$ cat src/rtl/hazard_scoreboard_pkg.sv
// Shared constants for the ID-stage hazard unit: decoder timing classes
// and the forward-select encoding for "read the register file".
package hazard_pkg;

    // Tnew: cycles after EX entry until the result can be forwarded.
    localparam int TNEW_JAL = 0;
    localparam int TNEW_ALU = 1;
    localparam int TNEW_LW  = 2;

    // Tuse: cycles after ID until the operand is consumed.
    localparam int TUSE_ID  = 0;
    localparam int TUSE_EX  = 1;
    localparam int TUSE_MEM = 2;

    // Forward select 0 means "no bypass, use the GRF read data".
    localparam int FWD_GRF  = 0;

endpackage

$ cat src/rtl/hazard_scoreboard_match.sv
// Youngest-match search for one ID source register across the in-flight
// write entries. Reports whether any entry matches, whether the youngest
// match forces a stall, and which stage (if any) can bypass the value.
module hazard_match
    import hazard_pkg::*;
#(
    parameter int NSTAGE = 3,
    parameter int AW     = 5,
    parameter int TW     = 2,
    parameter int SW     = $clog2(NSTAGE + 1)
) (
    input  logic [NSTAGE-1:0]         ent_v,
    input  logic [NSTAGE-1:0]         ent_we,
    input  logic [NSTAGE-1:0][AW-1:0] ent_dst,
    input  logic [NSTAGE-1:0][TW-1:0] ent_tnew,
    input  logic [AW-1:0]             src,
    input  logic                      use_src,
    input  logic [TW-1:0]             tuse,
    output logic                      hit,
    output logic                      stall_req,
    output logic [SW-1:0]             fwd_sel
);

    // Scan from EX outward; the first match is the youngest producer and
    // every older match behind it is ignored.
    always_comb begin
        // NOTE: every output gets a default before the loop so no path
        // leaves a value unassigned, which would otherwise infer a latch.
        hit       = 1'b0;
        stall_req = 1'b0;
        fwd_sel   = SW'(FWD_GRF);
        for (int k = 0; k < NSTAGE; k++) begin
            if (!hit && use_src && (src != '0) && ent_v[k] && ent_we[k] &&
                (ent_dst[k] == src)) begin
                hit       = 1'b1;
                stall_req = (ent_tnew[k] > tuse);
                fwd_sel   = (ent_tnew[k] == '0) ? SW'(k + 1) : SW'(FWD_GRF);
            end
        end
    end

endmodule

$ cat src/rtl/hazard_scoreboard.sv
// Tuse/Tnew hazard unit for the pipelined MIPS core. Tracks in-flight GRF
// writes for NSTAGE stages after ID (stage 0 = EX, NSTAGE-1 = WB), drives
// the ID stall request and ID forward selects, and counts stall cycles.
// TW must be wide enough that 2**TW > NSTAGE-1.
module hazard_scoreboard
    import hazard_pkg::*;
#(
    parameter  int NSTAGE = 3,
    parameter  int AW     = 5,
    parameter  int TW     = 2,
    localparam int SW     = $clog2(NSTAGE + 1)
) (
    input  logic          clk,
    input  logic          reset,
    input  logic          flush,
    input  logic          id_valid,
    input  logic [AW-1:0] id_rs,
    input  logic [AW-1:0] id_rt,
    input  logic          id_use_rs,
    input  logic          id_use_rt,
    input  logic [TW-1:0] id_tuse_rs,
    input  logic [TW-1:0] id_tuse_rt,
    input  logic          id_we,
    input  logic [AW-1:0] id_dst,
    input  logic [TW-1:0] id_tnew,
    output logic          stall,
    output logic [SW-1:0] fwd_rs_sel,
    output logic [SW-1:0] fwd_rt_sel,
    output logic [31:0]   stall_cnt
);

    typedef struct packed {
        logic          v;
        logic          we;
        logic [AW-1:0] dst;
        logic [TW-1:0] tnew;
    } entry_t;

    entry_t [NSTAGE-1:0] e_q, e_d;
    logic   [31:0]       stall_cnt_q, stall_cnt_d;

    logic [NSTAGE-1:0]         ent_v, ent_we;
    logic [NSTAGE-1:0][AW-1:0] ent_dst;
    logic [NSTAGE-1:0][TW-1:0] ent_tnew;

    logic rs_hit, rs_stall, rt_hit, rt_stall;

    function automatic logic [TW-1:0] sat_dec(input logic [TW-1:0] t);
        return (t == '0) ? t : t - 1'b1;
    endfunction

    for (genvar k = 0; k < NSTAGE; k++) begin : g_flat
        assign ent_v[k]    = e_q[k].v;
        assign ent_we[k]   = e_q[k].we;
        assign ent_dst[k]  = e_q[k].dst;
        assign ent_tnew[k] = e_q[k].tnew;
    end

    hazard_match #(.NSTAGE(NSTAGE), .AW(AW), .TW(TW), .SW(SW)) u_match_rs (
        .ent_v     (ent_v),
        .ent_we    (ent_we),
        .ent_dst   (ent_dst),
        .ent_tnew  (ent_tnew),
        .src       (id_rs),
        .use_src   (id_use_rs),
        .tuse      (id_tuse_rs),
        .hit       (rs_hit),
        .stall_req (rs_stall),
        .fwd_sel   (fwd_rs_sel)
    );

    hazard_match #(.NSTAGE(NSTAGE), .AW(AW), .TW(TW), .SW(SW)) u_match_rt (
        .ent_v     (ent_v),
        .ent_we    (ent_we),
        .ent_dst   (ent_dst),
        .ent_tnew  (ent_tnew),
        .src       (id_rt),
        .use_src   (id_use_rt),
        .tuse      (id_tuse_rt),
        .hit       (rt_hit),
        .stall_req (rt_stall),
        .fwd_sel   (fwd_rt_sel)
    );

    // Stall is purely combinational from registered entries, so an async
    // reset drops it in the same cycle. Bubbles in ID never stall.
    assign stall     = id_valid & ((rs_hit & rs_stall) | (rt_hit & rt_stall));
    assign stall_cnt = stall_cnt_q;

    // Next entry state: flush invalidates everything, otherwise age all
    // entries by one stage and load EX with the ID instruction or a bubble.
    always_comb begin
        e_d = e_q;
        if (flush) begin
            for (int k = 0; k < NSTAGE; k++) begin
                e_d[k].v = 1'b0;
            end
        end else begin
            for (int k = NSTAGE - 1; k > 0; k--) begin
                e_d[k]      = e_q[k-1];
                e_d[k].tnew = sat_dec(e_q[k-1].tnew);
            end
            if (stall) begin
                e_d[0] = '0;
            end else begin
                e_d[0].v    = id_valid;
                e_d[0].we   = id_we;
                e_d[0].dst  = id_dst;
                e_d[0].tnew = id_tnew;
            end
        end
    end

    // Saturating stall-cycle counter; flushed cycles are not counted.
    always_comb begin
        stall_cnt_d = stall_cnt_q;
        if (stall && !flush && (stall_cnt_q != 32'hFFFF_FFFF)) begin
            stall_cnt_d = stall_cnt_q + 32'd1;
        end
    end

    // State registers with asynchronous clear.
    always_ff @(posedge clk or posedge reset) begin
        // NOTE: sequential state uses non-blocking assignment so every flop
        // samples the pre-edge value of its neighbours in the shift chain.
        if (reset) begin
            e_q         <= '0;
            stall_cnt_q <= '0;
        end else begin
            e_q         <= e_d;
            stall_cnt_q <= stall_cnt_d;
        end
    end

endmodule

$ cat config.mk
export PLATFORM = sky130hd
export DESIGN_NAME = hazard_scoreboard
export DESIGN_NICKNAME = d
export VERILOG_FILES = /design/src/rtl/hazard_scoreboard_pkg.sv /design/src/rtl/hazard_scoreboard_match.sv /design/src/rtl/hazard_scoreboard.sv
export SDC_FILE = /design/constraint.sdc
export NUM_CORES = 1
export LEC_CHECK = 0
export CORE_ASPECT_RATIO = 1.1
export CORE_MARGIN = 3
export CORE_UTILIZATION = 32
export DETAILED_ROUTE_END_ITERATION = 7
export SKIP_CTS_REPAIR_TIMING = 1
export SLEW_MARGIN = 5
export SYNTH_ARGS = -nofsm -noshare
export SYNTH_HDL_FRONTEND = slang
export SYNTH_SLANG_ARGS = --single-unit
$ cat constraint.sdc
create_clock -name clk -period 5.4 [get_ports clk]
set_input_delay 1.08 -clock clk [delete_from_list [all_inputs] [get_ports clk]]
set_output_delay 1.08 -clock clk [all_outputs]
set_load 0.005 [all_outputs]
; After elaboration in Yosys (flattened, before gate mapping)
; Index checks and enable logic that the tools add are counted.
[word_totals]
reg_bits = 59
word_cells = 100
[classes]
n_addsub = 3
magnitude_cmp = 6
n_eq_ne = 7
mux = 27
n_bitwise = 4
reduce_logical = 40
[op_table]
columns = operator, count
row1 = 32-bit by 1-bit adder with 32-bit output (second input constant), 1
row2 = 32-bit != test (second input constant), 1
row3 = 5-bit equality test, 6
row4 = 1-bit logical AND, 30
row5 = 2-bit two-way mux, 9
row6 = 1-bit two-way mux, 17
row7 = 2-bit greater-than comparator, 6
row8 = 5-bit nonzero test, 2
row9 = 9-bit two-way mux, 1
row10 = 2-bit logical NOT, 3
row11 = 1-bit logical NOT, 5
row12 = 2-bit by 1-bit subtractor with 2-bit output (second input constant), 2
row13 = 1-bit bitwise AND, 3
row14 = 1-bit OR, 1

; Depth between registers and ports, before layout
; Gate-level depths: netlist of the first run.
[depth]
ltp_word = 25
ltp_mapped = 10
mapped_depth_nobuf = 9

; Hierarchy
; A second synthesis of the first run with hierarchy kept.
[hier_totals]
hier_cells = 349
hier_area_um2 = 3599.7
[by_module_without_submodules]
columns = mod, n_inst, cells_per_inst, area_each_um2, seq_area_each_um2
row1 = hazard_scoreboard, 1, 231, 2711.4, 1476.4
row2 = hazard_match, 2, 59, 444.2, 0.0

; Worst setup path after synthesis of the first run
; No wires, ideal clock.
[synth_timing]
path_type = input to output
from = in id_tuse_rs[1]
to = out stall
arrival_time_ps = 2665
required_time_ps = 4320
setup_slack_ps = 1655
path_stages = 9
path_buffers = 0
path_cell_list = inv_1 -> ha_1 -> nor2b_1 -> a2bb2oi_1 -> or4_1 -> a22oi_1 -> o31ai_4 -> nand2_2 -> inv_1
[synth_between]
elab_chain_cells = 7
elab_cells_between_ends = 9
classes_between = 3 x order compare / 3 x mux / 3 x bitwise
[synth_lines]
columns = item, line
row1 = "start, declared", hazard_scoreboard.sv:21  ; input logic [TW-1:0] id_tuse_rs,
row2 = 2-bit greater-than comparator, hazard_scoreboard_match.sv:36  ; stall_req = (ent_tnew[k] > tuse);
row3 = 1-bit two-way mux (2 in a row), hazard_scoreboard_match.sv:33  ; if (!hit && use_src && (src != '0) && ent_v[k] && ent_we[k] &&
row4 = 1-bit two-way mux (*), hazard_scoreboard_match.sv:33
row5 = 1-bit bitwise AND (*), hazard_scoreboard.sv:87  ; assign stall = id_valid & ((rs_hit & rs_stall) | (rt_hit & rt_stall));
row6 = 1-bit OR (*), hazard_scoreboard.sv:87
row7 = 1-bit bitwise AND (*), hazard_scoreboard.sv:87
row8 = "end, declared", hazard_scoreboard.sv:26  ; output logic stall,
; Mark *: on every way between the ends. The rest lies on a longest branch, timed or not.

; Final worst setup path of the first run
[layout_timing]
from = in id_rs[4]
to = out stall
[layout_between]
elab_chain_cells = 23
elab_cells_between_ends = 29
classes_between = 3 x eq/ne / 6 x mux / 3 x bitwise / 17 x reduce/logical
[layout_lines]
columns = item, line
row1 = "start, declared", hazard_scoreboard.sv:17  ; input logic [AW-1:0] id_rs,
row2 = 5-bit nonzero test, hazard_scoreboard_match.sv:33
row3 = 1-bit logical AND (4 in a row), hazard_scoreboard_match.sv:33
row4 = 1-bit two-way mux, hazard_scoreboard_match.sv:33
row5 = 1-bit logical NOT, hazard_scoreboard_match.sv:33
row6 = 1-bit logical AND (5 in a row), hazard_scoreboard_match.sv:33
row7 = 1-bit two-way mux, hazard_scoreboard_match.sv:33
row8 = 1-bit logical NOT, hazard_scoreboard_match.sv:33
row9 = 1-bit logical AND (5 in a row), hazard_scoreboard_match.sv:33
row10 = 1-bit two-way mux, hazard_scoreboard_match.sv:33
row11 = 1-bit bitwise AND (*), hazard_scoreboard.sv:87
row12 = 1-bit OR (*), hazard_scoreboard.sv:87
row13 = 1-bit bitwise AND (*), hazard_scoreboard.sv:87
; Marked as above.

==> out/metrics.yaml, run 1 <==
run_status:
  status: "finished clean"
cts:
  clock-sinks: 59
  clk_latency_ns: 0.33
  cts_made_buffers: 9
  htree_levels: 3
  cts.clk_slew.worst_paths_ns: 0.05
  tritoncts: "built"
  clockBufferDepth: 2
  cts-root-buf: "clkbuf_16"
hold_path:
  hold_class: "reg2reg"
  min-delay-start: "stall_cnt[29]"
  holdPathEnd: "stall_cnt[29]"
  hold_path_depth: 1
global_routing:
  first_global_vias: 2878
  grt_usage_pct: 14.8
  antenna_found_initial: 0
  grt_max_degree: 60
  grt_pass1_wl_um: 14600
  grt-ovfl-total: 0
setup_path:
  worstSetupPathDepth: 9
  worst_path_most_repeated_cell: "clkdlybuf4s50_1"
  path_delay_family: "buffers and inverters"
  slowest_delay_ns: 0.52
  rr_worst_depth: 8
  critPathRequiredTime_ns: 4.32
  reg2reg_from: "e_q[6]"
  r2r_end: "stall_cnt[1]"
  setup.worst_path.class: "in2out"
  start_kind: "input pin"
  r2r_slack_ns: 2.65
  crit_slowest_cell: "clkdlybuf4s50_1"
  crit_chain: "clkdlybuf4s50_1 > xor2_1 > nor4_1 > and2_2 > a22oi_1 > o31ai_4 > nand2_2 > inv_1 > clkdlybuf4s50_1"
  path_buf_inv: 3
  crit_path_end_kind: "primary output"
  critical_path_arrival_ns: 3.72
  crit_fanout: 9
flow_run:
  maxCapViolations: 0
yosys:
  ys_seq_area_share_pct: 42.3
  synthCells: 340
  synth_edf_count: 0
  synth_seq_cells: 59
  synth_area_sq_mm: 0.00349
  yosysTopAreaCell: "dfrtp_1"
  syn_nets: 381
  netlist.area_leader.share_pct: 42.3
  yosys_warnings: 0
  synth-async-reset-ratio_pct: 100
  synth_ff_type: "dfrtp_1"
  synth.distinct_cells: 45
  avgSynthCellArea_sq_um: 10.3
  synthTopCellsByArea: "dfrtp_1, xnor2_1, ha_1"
layout:
  stdcell_count: 556
  area_growth_syn_to_layout_pct: 32.2
  layout.nets: 449
  drive_gt1_share_pct: 10.2
  utilization_pct: 43.8
  diodes: 0
  final_cell_mix: "clkdlybuf4s50_1, dfrtp_1, xnor2_1"
  multi_input_area_sq_mm: 0.00190
  seqCellArea_sq_mm: 0.00148
  fillCellCount: 1033
  final_common_cell: "clkdlybuf4s50_1"
routing:
  wl_per_cell_um: 15.3
  ant_nets: 0
  drtIter0Drc: 83
  num_vias: 2791
  routed_via_density: 5.02
  dr.pass1.iters: 4
  drt_wl_total_um: 8490
  drcViolationCount: 0
placed_design:
  hpwl_um: 6170
  place_congestion: 0.925
  dp_slack_ns: 0.628
  io_buffers: 64
  post-place-cells: 540
die:
  die_h_um: 116
  start_util_pct: 33.1
  dieWidth_um: 106
  rows: 39
  ios: 65
  core_sq_mm: 0.0105
  die_area_sq_mm: 0.0122
sta:
  skew_ns: 0.00730
  finalCritPeriodShare_pct: 88.9
  fmaxAchievable_ghz: 0.208
  max_slew_margin_pct: 44.6
  finalCriticalPeriod_ns: 4.80
  setup_ws_ns: 0.602
  rsz0062_at_grt: "false"
  whs_ns: 0.492
  tns_ns: 0
  finalMaxSlewViolations: 0
  setup_violations: 0
  tightest_slew_ns: 0.828
  hold_viol: 0
pwr:
  pwr_density_cell_mw_per_mm2: 283
  peakVddDrop_v: 0.000178
  cellLeakagePower_uw: 0.00187
[how the worst max path moves through the flow]
stage / from / end / slack (ns)
6_report: id_rs[4] / stall / 0.60
5_1_grt: id_rs[4] / stall / 0.41
4_1_cts: id_rs[0] / stall / 0.61
3_5_place_dp: id_rs[0] / stall / 0.63
3_3_place_gp: id_rs[4] / stall / 0.65
2_1_floorplan: id_tuse_rs[1] / stall / 1.66
[per-layer routing]
metal  up-vias  track usage, %  part of all wire [%]  wire [um]
met3        18            3.79                   5.0        422
li1       1351               -                     -          -
met1      1353            19.1                    45       3830
met2        69            23.5                    48       4040
met5         -               0                     0          0
met4         0            6.91                   2.3        199
[sequential cells by signal, summed over array words and instances (netlist names)]
name       flops
stall_cnt     32
e_q           27
[power breakdown]
group / internal [uW] / switching [uW] / leakage [uW] / total, uW
registers: 467 / 29.4 / 0.000785 / 496
logic: 79.7 / 72.4 / 0.000917 / 152
clock network: 461 / 196 / 0.000169 / 657
total: 1010 / 297 / 0.00187 / 1300
[stage by stage]
step / instance area [sq um] / power, uW
3_3_place_gp: 4280 / 656
6_report: 4620 / 1300
3_5_place_dp: 4280 / 657
5_1_grt: 4620 / 1360
2_1_floorplan: 3490 / 596
4_1_cts: 4620 / 1320
[area by class of cell]
type	instances	share of cell area, %
clock inverter	5	2.17
tap	143	3.87
inverter	12	0.975
sequential	59	32.0
timing repair buffer	68	14.5
clock buffer	11	5.26
multi-input combinational	258	41.2
[synth_stat cells (2+ instances only)]
cell	number
a211oi_1	2
a21oi_1	5
a22o_1	9
and2_1	3
and3_1	11
and4_1	4
buf_2	3
buf_6	3
clkbuf_1	4
dfrtp_1	59
ha_1	13
inv_1	12
mux2_2	12
mux2i_1	2
nand2_1	22
nand2b_1	2
nand3_1	14
nand4_1	24
nand4b_1	3
nor2_1	15
nor2_2	2
nor2b_1	15
nor3_1	9
nor4_1	4
nor4b_1	2
o21ai_0	7
or4_1	2
xnor2_1	48
xor2_1	13
[cells by family (layout without fill, tap and decap cells)]
family / count (synthesis) / in the layout / share of synthesized area, %
fa+ha+maj: 13 / 13 / 4.66
compound gates: 31 / 31 / 6.84
xor+xnor: 61 / 61 / 15.3
flops: 59 / 59 / 42.3
mux: 15 / 15 / 4.87
buf+inv: 23 / 96 / 3.22
simple gates: 138 / 138 / 22.9
(Power assumes the default switching activity.)
==> run 2: changes to the inputs <==
--- a/config.mk
+++ b/config.mk
@@ -5,10 +5,12 @@
 export SDC_FILE = /design/constraint.sdc
 export NUM_CORES = 1
 export LEC_CHECK = 0
+export CAP_MARGIN = 20
 export CORE_ASPECT_RATIO = 1.1
 export CORE_MARGIN = 3
-export CORE_UTILIZATION = 32
+export CORE_UTILIZATION = 48
 export DETAILED_ROUTE_END_ITERATION = 7
+export PLACE_DENSITY = 0.74
 export SKIP_CTS_REPAIR_TIMING = 1
 export SLEW_MARGIN = 5
 export SYNTH_ARGS = -nofsm -noshare
==> out/metrics.yaml, run 2 (synthesized netlist as in run 1, its figures left out) <==
sta:
  finalCriticalPeriod_ns: 4.75  # was 4.80 ns
  tns_ns: 0  # unchanged
  fmaxAchievable_ghz: 0.211  # was 0.208 GHz
  rsz0062_at_grt: "false"  # unchanged
  hold_viol: 0  # unchanged
  max_slew_margin_pct: 33.2  # was 44.6%
  finalMaxSlewViolations: 0  # unchanged
  whs_ns: 0.491  # was 0.492 ns
  setup_violations: 0  # unchanged
  finalCritPeriodShare_pct: 87.9  # was 88.9%
  skew_ns: 0.00742  # was 0.00730 ns
  tightest_slew_ns: 1.00  # was 0.828 ns
layout:
  multi_input_area_sq_mm: 0.00190  # unchanged
  largest_register_ffs: 32  # unchanged
  fin_area_sq_mm: 0.00439  # was 0.00462 sq mm
  area_growth_syn_to_layout_pct: 25.7  # was 32.2%
  final_common_cell: "clkdlybuf4s50_1"  # unchanged
  layout.nets: 448  # was 449
  diodes: 0  # unchanged
  drive_gt1_share_pct: 10.2  # about the same
  final_cell_mix: "clkdlybuf4s50_1, dfrtp_1, xnor2_1"  # unchanged
  seqCellArea_sq_mm: 0.00148  # unchanged
  fillCellCount: 571  # was 1033
die:
  rows: 31  # was 39
  start_util_pct: 51.2  # was 33.1%
  core_sq_mm: 0.00683  # was 0.0105 sq mm
  die_area_sq_mm: 0.00834  # was 0.0122 sq mm
  die_h_um: 95.5  # was 116 um
  dieWidth_um: 87.3  # was 106 um
  ios: 65  # unchanged
hold_path:
  hold_class: "reg2reg"  # unchanged
placed_design:
  place_congestion: 0.811  # was 0.925
  hpwl_um: 5660  # was 6170 um
  io_buffers: 64  # unchanged
  dpl-instance-area_sq_mm: 0.00419  # was 0.00428 sq mm
cts:
  cts.clk_slew.worst_paths_ns: 0.07  # was 0.05 ns
  clk_latency_ns: 0.33  # about the same
  clockBufferDepth: 2  # unchanged
  clock-sinks: 59  # unchanged
  cts_made_buffers: 9  # unchanged
  htree_levels: 3  # unchanged
  cts-root-buf: "clkbuf_8"  # was clkbuf_16
  tritoncts: "built"  # unchanged
run_status:
  status: "finished clean"  # unchanged
routing:
  dr.pass1.iters: 4  # unchanged
  ant_nets: 0  # unchanged
  drcViolationCount: 0  # unchanged
  drtIter0Drc: 133  # was 83
  drt_wl_total_um: 7700  # was 8490 um
  wl_per_cell_um: 15.6  # was 15.3 um
  num_vias: 2735  # was 2791
  routed_via_density: 5.54  # was 5.02
global_routing:
  grt-ovfl-total: 0  # unchanged
  antenna_found_initial: 0  # unchanged
  grt_usage_pct: 19.8  # was 14.8%
  grt_max_degree: 60  # unchanged
  first_global_vias: 2786  # was 2878
  grt_pass1_wl_um: 13000  # was 14600 um
setup_path:
  crit_fanout: 9  # unchanged
  critPathRequiredTime_ns: 4.32  # about the same
  start_kind: "input pin"  # unchanged
  setup.worst_path.class: "in2out"  # unchanged
  crit_path_end_kind: "primary output"  # unchanged
  critical_path_arrival_ns: 3.67  # was 3.72 ns
pwr:
  peakVddDrop_v: 0.000228  # was 0.000178 V
  pwr_density_cell_mw_per_mm2: 238  # was 283 mW/mm^2
  cellLeakagePower_uw: 0.00179  # was 0.00187 uW
flow_run:
  maxCapViolations: 0  # unchanged
-- run 2: metrics by stage --
step	setup WS (ns)	power, uW	std cells	utilization, %
floorplan	1.66	596	340	-
global placement	0.652	649	478	61.4
detailed placement	0.611	654	478	61.4
CTS	0.616	1060	494	64.3
global route	0.536	1100	494	64.3
finish	0.655	1040	494	64.3
-- run 2: path summary, 6_finish.rpt --
kind / from / to / slack, ns / cells after the start
max reg2reg: e_q[6] / stall_cnt[1] / 2.61 / 8
min: e_q[8] / e_q[17] / 0.49 / 1
min in group asynchronous: reset / e_q[2] / 1.26 / 3
max in group asynchronous: reset / stall_cnt[7] / 3.65 / 3
min reg2reg: e_q[8] / e_q[17] / 0.49 / 1
max: id_rs[4] / stall / 0.65 / 9
-- run 2: area by class of cell --
cell class,instances,share of cell area [%]
timing repair buffer,67,15.1
multi-input combinational,258,43.4
clock buffer,9,2.82
clock inverter,7,1.74
tap,82,2.34
sequential,59,33.6
inverter,12,1.03
-- run 2: metal layers --
metal / GRT usage, % / vias to the layer above / wire length [um]
li1: - / 1344 / -
met5: 0 / - / 0
met3: 5.27 / 11 / 406
met1: 26.4 / 1314 / 3600
met2: 31.3 / 66 / 3600
met4: 6.52 / 0 / 93
-- run 2: worst max-delay path, stage by stage --
cell and delay (ns):
clkdlybuf4s50_1 0.49, xor2_1 0.18, nor4_1 0.47, and2_2 0.27, a22oi_1 0.12, o31ai_4 0.30
nand2_2 0.17, inv_1 0.08, clkdlybuf4s50_1 0.49
-- run 2: power breakdown --
| part | switching (uW) | internal (uW) | total [uW] | leakage, uW |
|---|---|---|---|---|
| combinational | 68.6 | 78.8 | 147 | 0.000911 |
| sequential | 31.2 | 466 | 497 | 0.000785 |
| clock | 184 | 216 | 400 | 0.0000962 |
